### src/rtl/hypot_iter_unit.sv
// Iterative integer magnitude sqrt(x^2 + y^2) with valid/ready handshake.
// One result bit per cycle from a restoring digit-by-digit square root.
module hypot_iter_unit #(
    parameter int W = 8
) (
    input  logic         clk,
    input  logic         rst,
    input  logic         in_valid,
    output logic         in_ready,
    input  logic [W-1:0] x,
    input  logic [W-1:0] y,
    input  logic         round_mode,
    output logic         out_valid,
    input  logic         out_ready,
    output logic [W:0]   result,
    output logic         exact,
    output logic         busy
);
    localparam int SW = 2*W + 2;
    localparam int CW = $clog2(W + 2);

    // state   | meaning
    // IDLE    | waiting for operands, in_ready high
    // SQUARE  | form radicand x*x + y*y, clear root state
    // ROOT    | W+1 root iterations, one result bit each
    // DONE    | result presented until out_ready
    typedef enum logic [1:0] {IDLE, SQUARE, ROOT, DONE} state_t;

    state_t        r_state, w_next;
    logic [W-1:0]  r_x, r_y;
    logic          r_mode;
    logic [SW-1:0] r_rad;
    logic [W:0]    r_q;
    logic [W+1:0]  r_rem;
    logic [CW-1:0] r_cnt;
    logic [W:0]    r_result;
    logic          r_exact;

    logic [SW-1:0] w_x_ext, w_y_ext, w_sq;
    logic [W+3:0]  w_trial, w_cmp;
    logic          w_take, w_last;
    logic [W+1:0]  w_rem_next;
    logic [W:0]    w_q_next;

    assign w_x_ext = {{(SW-W){1'b0}}, r_x};
    assign w_y_ext = {{(SW-W){1'b0}}, r_y};
    assign w_sq    = w_x_ext * w_x_ext + w_y_ext * w_y_ext;

    // Remainder stays below 2q+1, so W+2 bits hold it; the low-bit subtract is exact.
    assign w_trial    = {r_rem, r_rad[SW-1 -: 2]};
    assign w_cmp      = {1'b0, r_q, 2'b01};
    assign w_take     = (w_trial >= w_cmp);
    assign w_rem_next = w_take ? (w_trial[W+1:0] - w_cmp[W+1:0]) : w_trial[W+1:0];
    assign w_q_next   = {r_q[W-1:0], w_take};
    assign w_last     = (r_cnt == CW'(1));

    always_ff @(posedge clk) begin
        if (rst) r_state <= IDLE;
        else     r_state <= w_next;
    end

    always_comb begin
        w_next = r_state;
        case (r_state)
            IDLE:    if (in_valid) w_next = SQUARE;
            SQUARE:  w_next = ROOT;
            ROOT:    if (w_last) w_next = DONE;
            DONE:    if (out_ready) w_next = IDLE;
            default: w_next = IDLE;
        endcase
    end

    always_ff @(posedge clk) begin
        if (rst) begin
            r_x      <= '0;
            r_y      <= '0;
            r_mode   <= 1'b0;
            r_rad    <= '0;
            r_q      <= '0;
            r_rem    <= '0;
            r_cnt    <= '0;
            r_result <= '0;
            r_exact  <= 1'b0;
        end else begin
            case (r_state)
                IDLE: begin
                    if (in_valid) begin
                        r_x    <= x;
                        r_y    <= y;
                        r_mode <= round_mode;
                    end
                end
                SQUARE: begin
                    r_rad <= w_sq;
                    r_q   <= '0;
                    r_rem <= '0;
                    r_cnt <= CW'(W + 1);
                end
                ROOT: begin
                    r_rad <= r_rad << 2;
                    r_q   <= w_q_next;
                    r_rem <= w_rem_next;
                    r_cnt <= r_cnt - CW'(1);
                    if (w_last) begin
                        r_exact <= (w_rem_next == '0);
                        // Round up when S exceeds q^2 + q; q+1 always fits W+1 bits.
                        if (r_mode && (w_rem_next > {1'b0, w_q_next}))
                            r_result <= w_q_next + {{W{1'b0}}, 1'b1};
                        else
                            r_result <= w_q_next;
                    end
                end
                default: ;
            endcase
        end
    end

    assign in_ready  = (r_state == IDLE);
    assign busy      = (r_state != IDLE);
    assign out_valid = (r_state == DONE);
    assign result    = r_result;
    assign exact     = r_exact;
endmodule
### config.mk
export PLATFORM = sky130hd
export DESIGN_NAME = hypot_iter_unit
export DESIGN_NICKNAME = d
export VERILOG_FILES = /design/src/rtl/hypot_iter_unit.sv
export SDC_FILE = /design/constraint.sdc
export NUM_CORES = 1
export LEC_CHECK = 0
export ABC_AREA = 1
export BUFFER_PORTS_ARGS = -buffer_cell sky130_fd_sc_hd__buf_2
export CAP_MARGIN = 5
export CORE_ASPECT_RATIO = 1.75
export CORE_MARGIN = 4
export CORE_UTILIZATION = 40
export DETAILED_ROUTE_END_ITERATION = 10
export GPL_TIMING_DRIVEN = 0
export PLACE_DENSITY = 0.58
export SETUP_SLACK_MARGIN = 0.1
export SLEW_MARGIN = 20
export SYNTH_ARGS = -nofsm -noshare
export SYNTH_HDL_FRONTEND = slang
export SYNTH_SLANG_ARGS = --single-unit
export TNS_END_PERCENT = 20
### constraint.sdc
create_clock -name clk -period 6.3 [get_ports clk]
set_clock_uncertainty 0.1 [all_clocks]
set_input_delay 0.315 -clock clk [delete_from_list [all_inputs] [get_ports clk]]
set_output_delay 0.315 -clock clk [all_outputs]
set_load 0.05 [all_outputs]
==> metrics.yaml, run 1 <==
grt-ovfl-total: 0
avgSynthCellArea_um2: 7.45
clock.fmax_ghz: 0.174
n_fill_cell: 1927
gp_congestion: 0.892
multiInputGateArea_um2: 5060
synth_nets: 1174
io_buffers: 33
drcViolationCount: 0
arrival_ns: 5.92
seq_area_um2: 1400
final_antenna_net_count: 0
post_dp_cell_area_um2: 7870
crit_fanout: 10
fin_crit_ns: 5.75
fin_cells: 1278
seq_power_share_pct: 18.3
grt_usage_pct: 19.2
clk-insertion-delay-late_ns: 0.34
final_nets: 1218
maxSlewHeadroom_pct: 39.0
clock_path_buffers: 2
finalInstanceArea_um2: 8220
grt_pass1_vias: 6608
setup_violations: 0
totalWireLength_um: 19000
htreeDepth: 3
post_drt_via_cell_ratio: 4.90
hold_depth: 3
cap_violations: 0
power.total_mw: 3.14
synth_cell_type_count: 41
cts-root-buf: "clkbuf_16"
irDropWorstVdd_mv: 0.146
dp_hpwl_um: 15900
syn_area_um2: 7410
die_w_um: 111
final_util_pct: 45.3
cts_tree: "done"
p_sw_mw: 1.55
worst_setup_path_end_kind: "register"
num_rows: 65
ys_async_sr_fraction_pct: 0
min_path_type: "input port to register"
grt_setup_unrepaired: "false"
initial_core_util_pct: 40.8
report.final.slew_viol_count: 0
ioPinCount: 34
status: "finished, final reports clean"
min_period_over_period_pct: 91.3
antenna_found_initial: 0
cts_setup_buffers: 0
syn2layout_area_growth_pct: 10.9
internal-power_mw: 1.59
antenna_cells: 0
dp.cells: 1262
clk_pin_slew_ns: 0.07
core_um2: 18100
worst_pin_slew_ns: 0.912
worstSetupPathType: "register to register"
grt_pass1_wl_um: 32200
wl_per_cell_um: 14.8
drt_first_pass_iters: 6
yosys_warnings: 0
drive_gt1_share_pct: 9.77
die_height_um: 188
synth_seq_area_share_pct: 18.9
crit_path_start_kind: "register"
cellLeakagePower_nw: 4.34
first_iter_violations: 192
p_clk_share_pct: 18.4
synth-edff-count: 0
grt_max_degree: 14
r2r_cells: 23
num_vias: 6264
cts.sinks: 70
ys_ff_latch: 70
hold_viol: 0
synthCells: 995
power.density_nw_per_um2: 382
synthFlopType: "dfxtp_1"
setup_tns_ns: 0
cts_inserted_buffers: 9
switching_share_pct: 49.5
critPathRequiredTime_ns: 6.47
comb_power_share_pct: 63.4
dieArea_um2: 20800
power groups by stage:
stage / combinational, mW / sequential [mW] / clock, mW
floorplan: 1.51 / 0.601 / 0
global placement: 1.98 / 0.582 / 0
detailed placement: 2.00 / 0.585 / 0
CTS: 2.02 / 0.574 / 0.585
global route: 2.33 / 0.586 / 0.606
finish: 1.99 / 0.574 / 0.576
cells in the mapped netlist (3+ instances only):
cell,n,area share (%)
nand3_1,50,3.4
or2_2,4,0.34
xor2_1,13,1.5
clkbuf_1,32,1.6
fa_1,76,21
nor2_1,47,2.4
nand4_1,7,0.59
dfxtp_1,70,19
ha_1,82,14
nor3_1,5,0.34
a31oi_1,11,0.93
a21o_1,3,0.30
nand2_2,14,1.2
xnor2_1,7,0.83
inv_1,203,10
a21oi_1,60,4.1
buf_1,4,0.20
o21ai_2,6,0.71
nand2_1,230,12
o21ai_0,35,2.4
o21a_1,8,0.81
per-layer routing:
metal	share of wire (%)	vias to the layer above	global-route usage (%)
met5	0	-	0
met4	5.1	0	9.39
met3	2.9	48	2.10
met2	57	115	38.5
met1	35	2947	19.1
li1	-	3154	-
kinds of logic after synthesis:
| kind of cell | after synthesis | synth area share (%) |
|---|---|---|
| flops | 70 | 18.9 |
| buf+inv | 247 | 12.8 |
| compound gates | 132 | 10.2 |
| xor+xnor | 20 | 2.36 |
| simple gates | 368 | 21.3 |
| fa+ha+maj | 158 | 34.4 |
critical path, cell delays in order, from the launching register on:
cell,delay [ns]
dfxtp_1,0.36
clkbuf_2,0.28
nand2_1,0.11
fa_1,0.50
fa_1,0.55
inv_1,0.05
fa_1,0.53
fa_1,0.44
fa_1,0.55
inv_1,0.06
fa_1,0.54
inv_1,0.04
ha_1,0.38
a21oi_2,0.19
o21ai_0,0.15
nand2_1,0.10
nand4_1,0.13
nand2_1,0.09
nand2_1,0.05
a21oi_1,0.15
nor2_1,0.06
nor2_1,0.08
nand2_1,0.07
a21oi_1,0.13
state kept, by name, indices dropped and copies added, names as in the netlist:
register,flops
r_mode,1
r_state,2
exact,1
result,9
r_q,9
r_rad,18
r_rem,10
r_x,8
r_cnt,4
r_y,8
timing repair:
| action | in CTS | in global routing |
|---|---|---|
| gates resized for setup | 0 | 40 |
| hold endpoints to repair | 0 | 0 |
| hold buffers | 0 | 0 |
| setup endpoints to repair | 0 | 5 |
per-stage QoR:
step | hold slack (ns) | setup slack, ns
after floorplan | 0.341 | 0.895
after global placement | 0.350 | 0.374
after detailed placement | 0.355 | 0.275
after CTS | 0.117 | 0.264
after global routing | 0.141 | 0.104
final | 0.118 | 0.549
worst paths after layout:
| kind | startpoint | to | slack [ns] |
|---|---|---|---|
| hold reg to reg | result[1] | result[1] | 0.37 |
| setup reg to reg | r_x[4] | r_rad[16] | 0.55 |
| setup / recovery | r_x[4] | r_rad[16] | 0.55 |
| hold / removal | y[0] | r_y[0] | 0.12 |
cell type report:
class | instances | share of cell area (%)
plain buffers | 40 | 2.39
clock buffers | 10 | 2.79
clock inverters | 6 | 1.14
inverters | 207 | 9.48
multi-input cells | 678 | 61.6
flip-flops and latches | 70 | 17.0
well taps | 234 | 3.56
repair buffers | 33 | 2.01
cells in the final DEF (no fill, tap or decap), types with 3 or more instances in the layout:
| cell type | instances |
|---|---|
| a31oi_1 | 11 |
| clkbuf_16 | 9 |
| o21a_1 | 8 |
| nor3_1 | 5 |
| xnor2_1 | 7 |
| buf_2 | 37 |
| nand2_1 | 230 |
| clkbuf_1 | 18 |
| buf_1 | 4 |
| inv_1 | 203 |
| o21ai_0 | 35 |
| xor2_1 | 13 |
| a21oi_1 | 59 |
| nor2_1 | 47 |
| a21o_1 | 3 |
| o21ai_2 | 6 |
| nand3_1 | 50 |
| ha_1 | 82 |
| clkbuf_2 | 9 |
| dfxtp_1 | 70 |
| or2_2 | 4 |
| fa_1 | 76 |
| nand4_1 | 7 |
| nand2_2 | 14 |
| clkbuf_4 | 3 |
Power figures use the tool's default switching activity.
==> run 2: changes to the inputs <==
Settings changed: BUFFER_PORTS_ARGS -buffer_cell sky130_fd_sc_hd__buf_2 to -buffer_cell sky130_fd_sc_hd__clkbuf_2.
==> metrics.yaml, run 2 (same netlist as run 1, synthesis figures left out) <==
cts-root-buf: "clkbuf_16"  # unchanged
die_height_um: 188  # unchanged
power.density_nw_per_um2: 378  # was 382 nW/um^2
worstSetupPathType: "register to register"  # unchanged
final_cell_mix: "230 x nand2_1, 203 x inv_1, 82 x ha_1, 76 x fa_1, 70 x dfxtp_1"  # unchanged
die_w_um: 111  # unchanged
final_util_pct: 45.1  # was 45.3%
cellLeakagePower_nw: 4.31  # was 4.34 nW
critPathTopFamily: "adder cells"  # unchanged
final.hold.worst_slack_ns: 0.118  # about the same
cp_common_cell: "fa_1"  # unchanged
top_layer_used: "met4"  # unchanged
num_rows: 65  # unchanged
path_cells: "clkbuf_2 > nand2_1 > fa_1 > fa_1 > inv_1 > fa_1 > fa_1 > fa_1 > inv_1 > fa_1 > inv_1 > ha_1 > a21oi_1 > o21ai_0 > nand2_1 > nand4_1 > nand2_1 > nand2_1 > a21oi_1 > nor2_1 > nor2_1 > nand2_1 > a21oi_1"  # was clkbuf_2 > nand2_1 > fa_1 > fa_1 > inv_1 > fa_1 > fa_1 > fa_1 > inv_1 > fa_1 > inv_1 > ha_1 > a21oi_2 > o21ai_0 > nand2_1 > nand4_1 > nand2_1 > nand2_1 > a21oi_1 > nor2_1 > nor2_1 > nand2_1 > a21oi_1
first_iter_violations: 235  # was 192
clock_path_buffers: 2  # unchanged
initial_core_util_pct: 40.8  # unchanged
syn2layout_area_growth_pct: 10.3  # was 10.9%
grt_max_degree: 14  # unchanged
clk_pin_slew_ns: 0.07  # about the same
grt-ovfl-total: 0  # unchanged
top_regs: "r_rad x18, r_rem x10"  # unchanged
p_sw_mw: 1.55  # about the same
min_period_over_period_pct: 91.6  # was 91.3%
cts_inserted_buffers: 9  # unchanged
cts_setup_buffers: 0  # unchanged
cts_hold_buffers: 0  # unchanged
grt_usage_pct: 19.2  # about the same
final_antenna_net_count: 0  # unchanged
worst_setup_path_end_kind: "register"  # unchanged
num_vias: 6205  # was 6264
hold_depth: 3  # unchanged
drt_first_pass_iters: 4  # was 6
status: "finished, final reports clean"  # unchanged
gp_congestion: 0.870  # was 0.892
core_um2: 18100  # unchanged
clock.fmax_ghz: 0.173  # was 0.174 GHz
r2r_start: "r_x[1]"  # was r_x[4]
critPathRequiredTime_ns: 6.47  # about the same
met3_length_um: 512  # was 541 um
clk-insertion-delay-late_ns: 0.35  # was 0.34 ns
holdPathEnd: "r_x[4]"  # was r_y[0]
cts.sinks: 70  # unchanged
grt_setup_unrepaired: "false"  # unchanged
crit_path_start_kind: "register"  # unchanged
antenna_found_initial: 0  # unchanged
post_dp_cell_area_um2: 7870  # unchanged
p_clk_share_pct: 17.5  # was 18.4%
seq_power_share_pct: 19.0  # was 18.3%
grt_pass1_vias: 6580  # was 6608
worstReg2RegEnd: "r_rad[16]"  # unchanged
post_drt_via_cell_ratio: 4.86  # was 4.90
drive_gt1_share_pct: 9.60  # was 9.77%
setup_violations: 0  # unchanged
m1WireLength_um: 6700  # was 6620 um
slowest_stage: "fa_1"  # unchanged
grt_pass1_wl_um: 31900  # was 32200 um
power.total_mw: 3.09  # was 3.14 mW
internal-power_mw: 1.54  # was 1.59 mW
final_nets: 1216  # was 1218
wl_met2_um: 11000  # was 10800 um
fin_crit_ns: 5.77  # was 5.75 ns
antenna_cells: 0  # unchanged
worst_pin_slew_ns: 0.938  # was 0.912 ns
report.final.slew_viol_count: 0  # unchanged
htreeDepth: 3  # unchanged
comb_power_share_pct: 63.5  # was 63.4%
arrival_ns: 5.94  # was 5.92 ns
wl_per_cell_um: 14.9  # was 14.8 um
drcViolationCount: 0  # unchanged
rrSetupSlack_ns: 0.53  # was 0.55 ns
dp_hpwl_um: 15900  # about the same
r2r_cells: 23  # unchanged
regMostFlops: "r_rad"  # unchanged
irDropWorstVdd_mv: 0.153  # was 0.146 mV
worstHoldStart: "x[4]"  # was y[0]
totalWireLength_um: 19000  # about the same
min_path_type: "input port to register"  # unchanged
largest_register_ffs: 18  # unchanged
path_buf_inv: 4  # unchanged
hold_viol: 0  # unchanged
ioPinCount: 34  # unchanged
final_common_cell: "nand2_1"  # unchanged
switching_share_pct: 50.2  # was 49.5%
maxSlewHeadroom_pct: 37.3  # was 39.0%
critPathMaxStageDelay_ns: 0.55  # about the same
cap_violations: 0  # unchanged
io_buffers: 33  # unchanged
dieArea_um2: 20800  # unchanged
cts_tree: "done"  # unchanged
crit_fanout: 9  # was 10
setup_tns_ns: 0  # unchanged
finalInstanceArea_um2: 8170  # was 8220 um^2
[run 2: cell count changes in the layout (fill, tap and decap cells not counted), moves of 2 or more]
| cell | delta |
|---|---|
| clkbuf_4 | -3 |
| buf_2 | -35 |
| clkbuf_2 | +36 |
| clkinv_2 | +2 |
[run 2: metal layers]
| layer | up-vias | track usage (%) |
|---|---|---|
| met2 | 110 | 38.7 |
| met4 | 0 | 8.35 |
| met1 | 2905 | 19.0 |
| met5 | - | 0 |
| li1 | 3150 | - |
| met3 | 40 | 2.62 |
[run 2: cell type report]
class / count / area, um^2
plain buffers: 38 / 179
well taps: 234 / 293
inverters: 207 / 779
clock inverters: 7 / 72.6
multi-input cells: 678 / 5060
repair buffers: 33 / 165
flip-flops and latches: 70 / 1400
fillers: 1909 / 9960
clock buffers: 9 / 225
[run 2: worst register-to-register path, stage by stage (launching register included)]
cell      delay (ns)
dfxtp_1         0.34
clkbuf_2        0.24
nand2_1         0.11
fa_1            0.54
fa_1            0.55
inv_1           0.05
fa_1            0.53
fa_1            0.44
fa_1            0.55
inv_1           0.06
fa_1            0.52
inv_1           0.04
ha_1            0.37
a21oi_1         0.24
o21ai_0         0.16
nand2_1         0.10
nand4_1         0.12
nand2_1         0.09
nand2_1         0.05
a21oi_1         0.15
nor2_1          0.06
nor2_1          0.08
nand2_1         0.07
a21oi_1         0.13
[run 2: metrics by stage]
step / setup WS, ns / std cells
2_1_floorplan: 0.895 / 995
3_3_place_gp: 0.383 / 1262
3_5_place_dp: 0.307 / 1262
4_1_cts: 0.287 / 1278
5_1_grt: 0.110 / 1276
6_report: 0.531 / 1276
[run 2: worst max-delay path by stage]
stage,startpoint,to,slack (ns),cells after the start
floorplan,r_x[1],r_rad[12],0.90,19
global placement,r_x[4],r_rad[16],0.38,23
detailed placement,r_x[4],r_rad[16],0.31,23
CTS,r_x[4],r_rad[16],0.29,23
global route,r_x[1],r_rad[16],0.11,23
finish,r_x[1],r_rad[16],0.53,23
[run 2: timing repair]
action,in CTS,in global routing
setup endpoints to repair,0,4
endpoints found under the hold margin,0,0
resized for setup,0,27
[run 2: power groups by stage]
stage                     combinational (mW)  sequential [mW]  clock (mW)
after global placement                  1.97            0.583           0
final                                   1.96            0.587       0.540
after CTS                               2.01            0.575       0.548
after detailed placement                2.00            0.585           0
after global routing                    2.30            0.597       0.568
after floorplan                         1.51            0.601           0
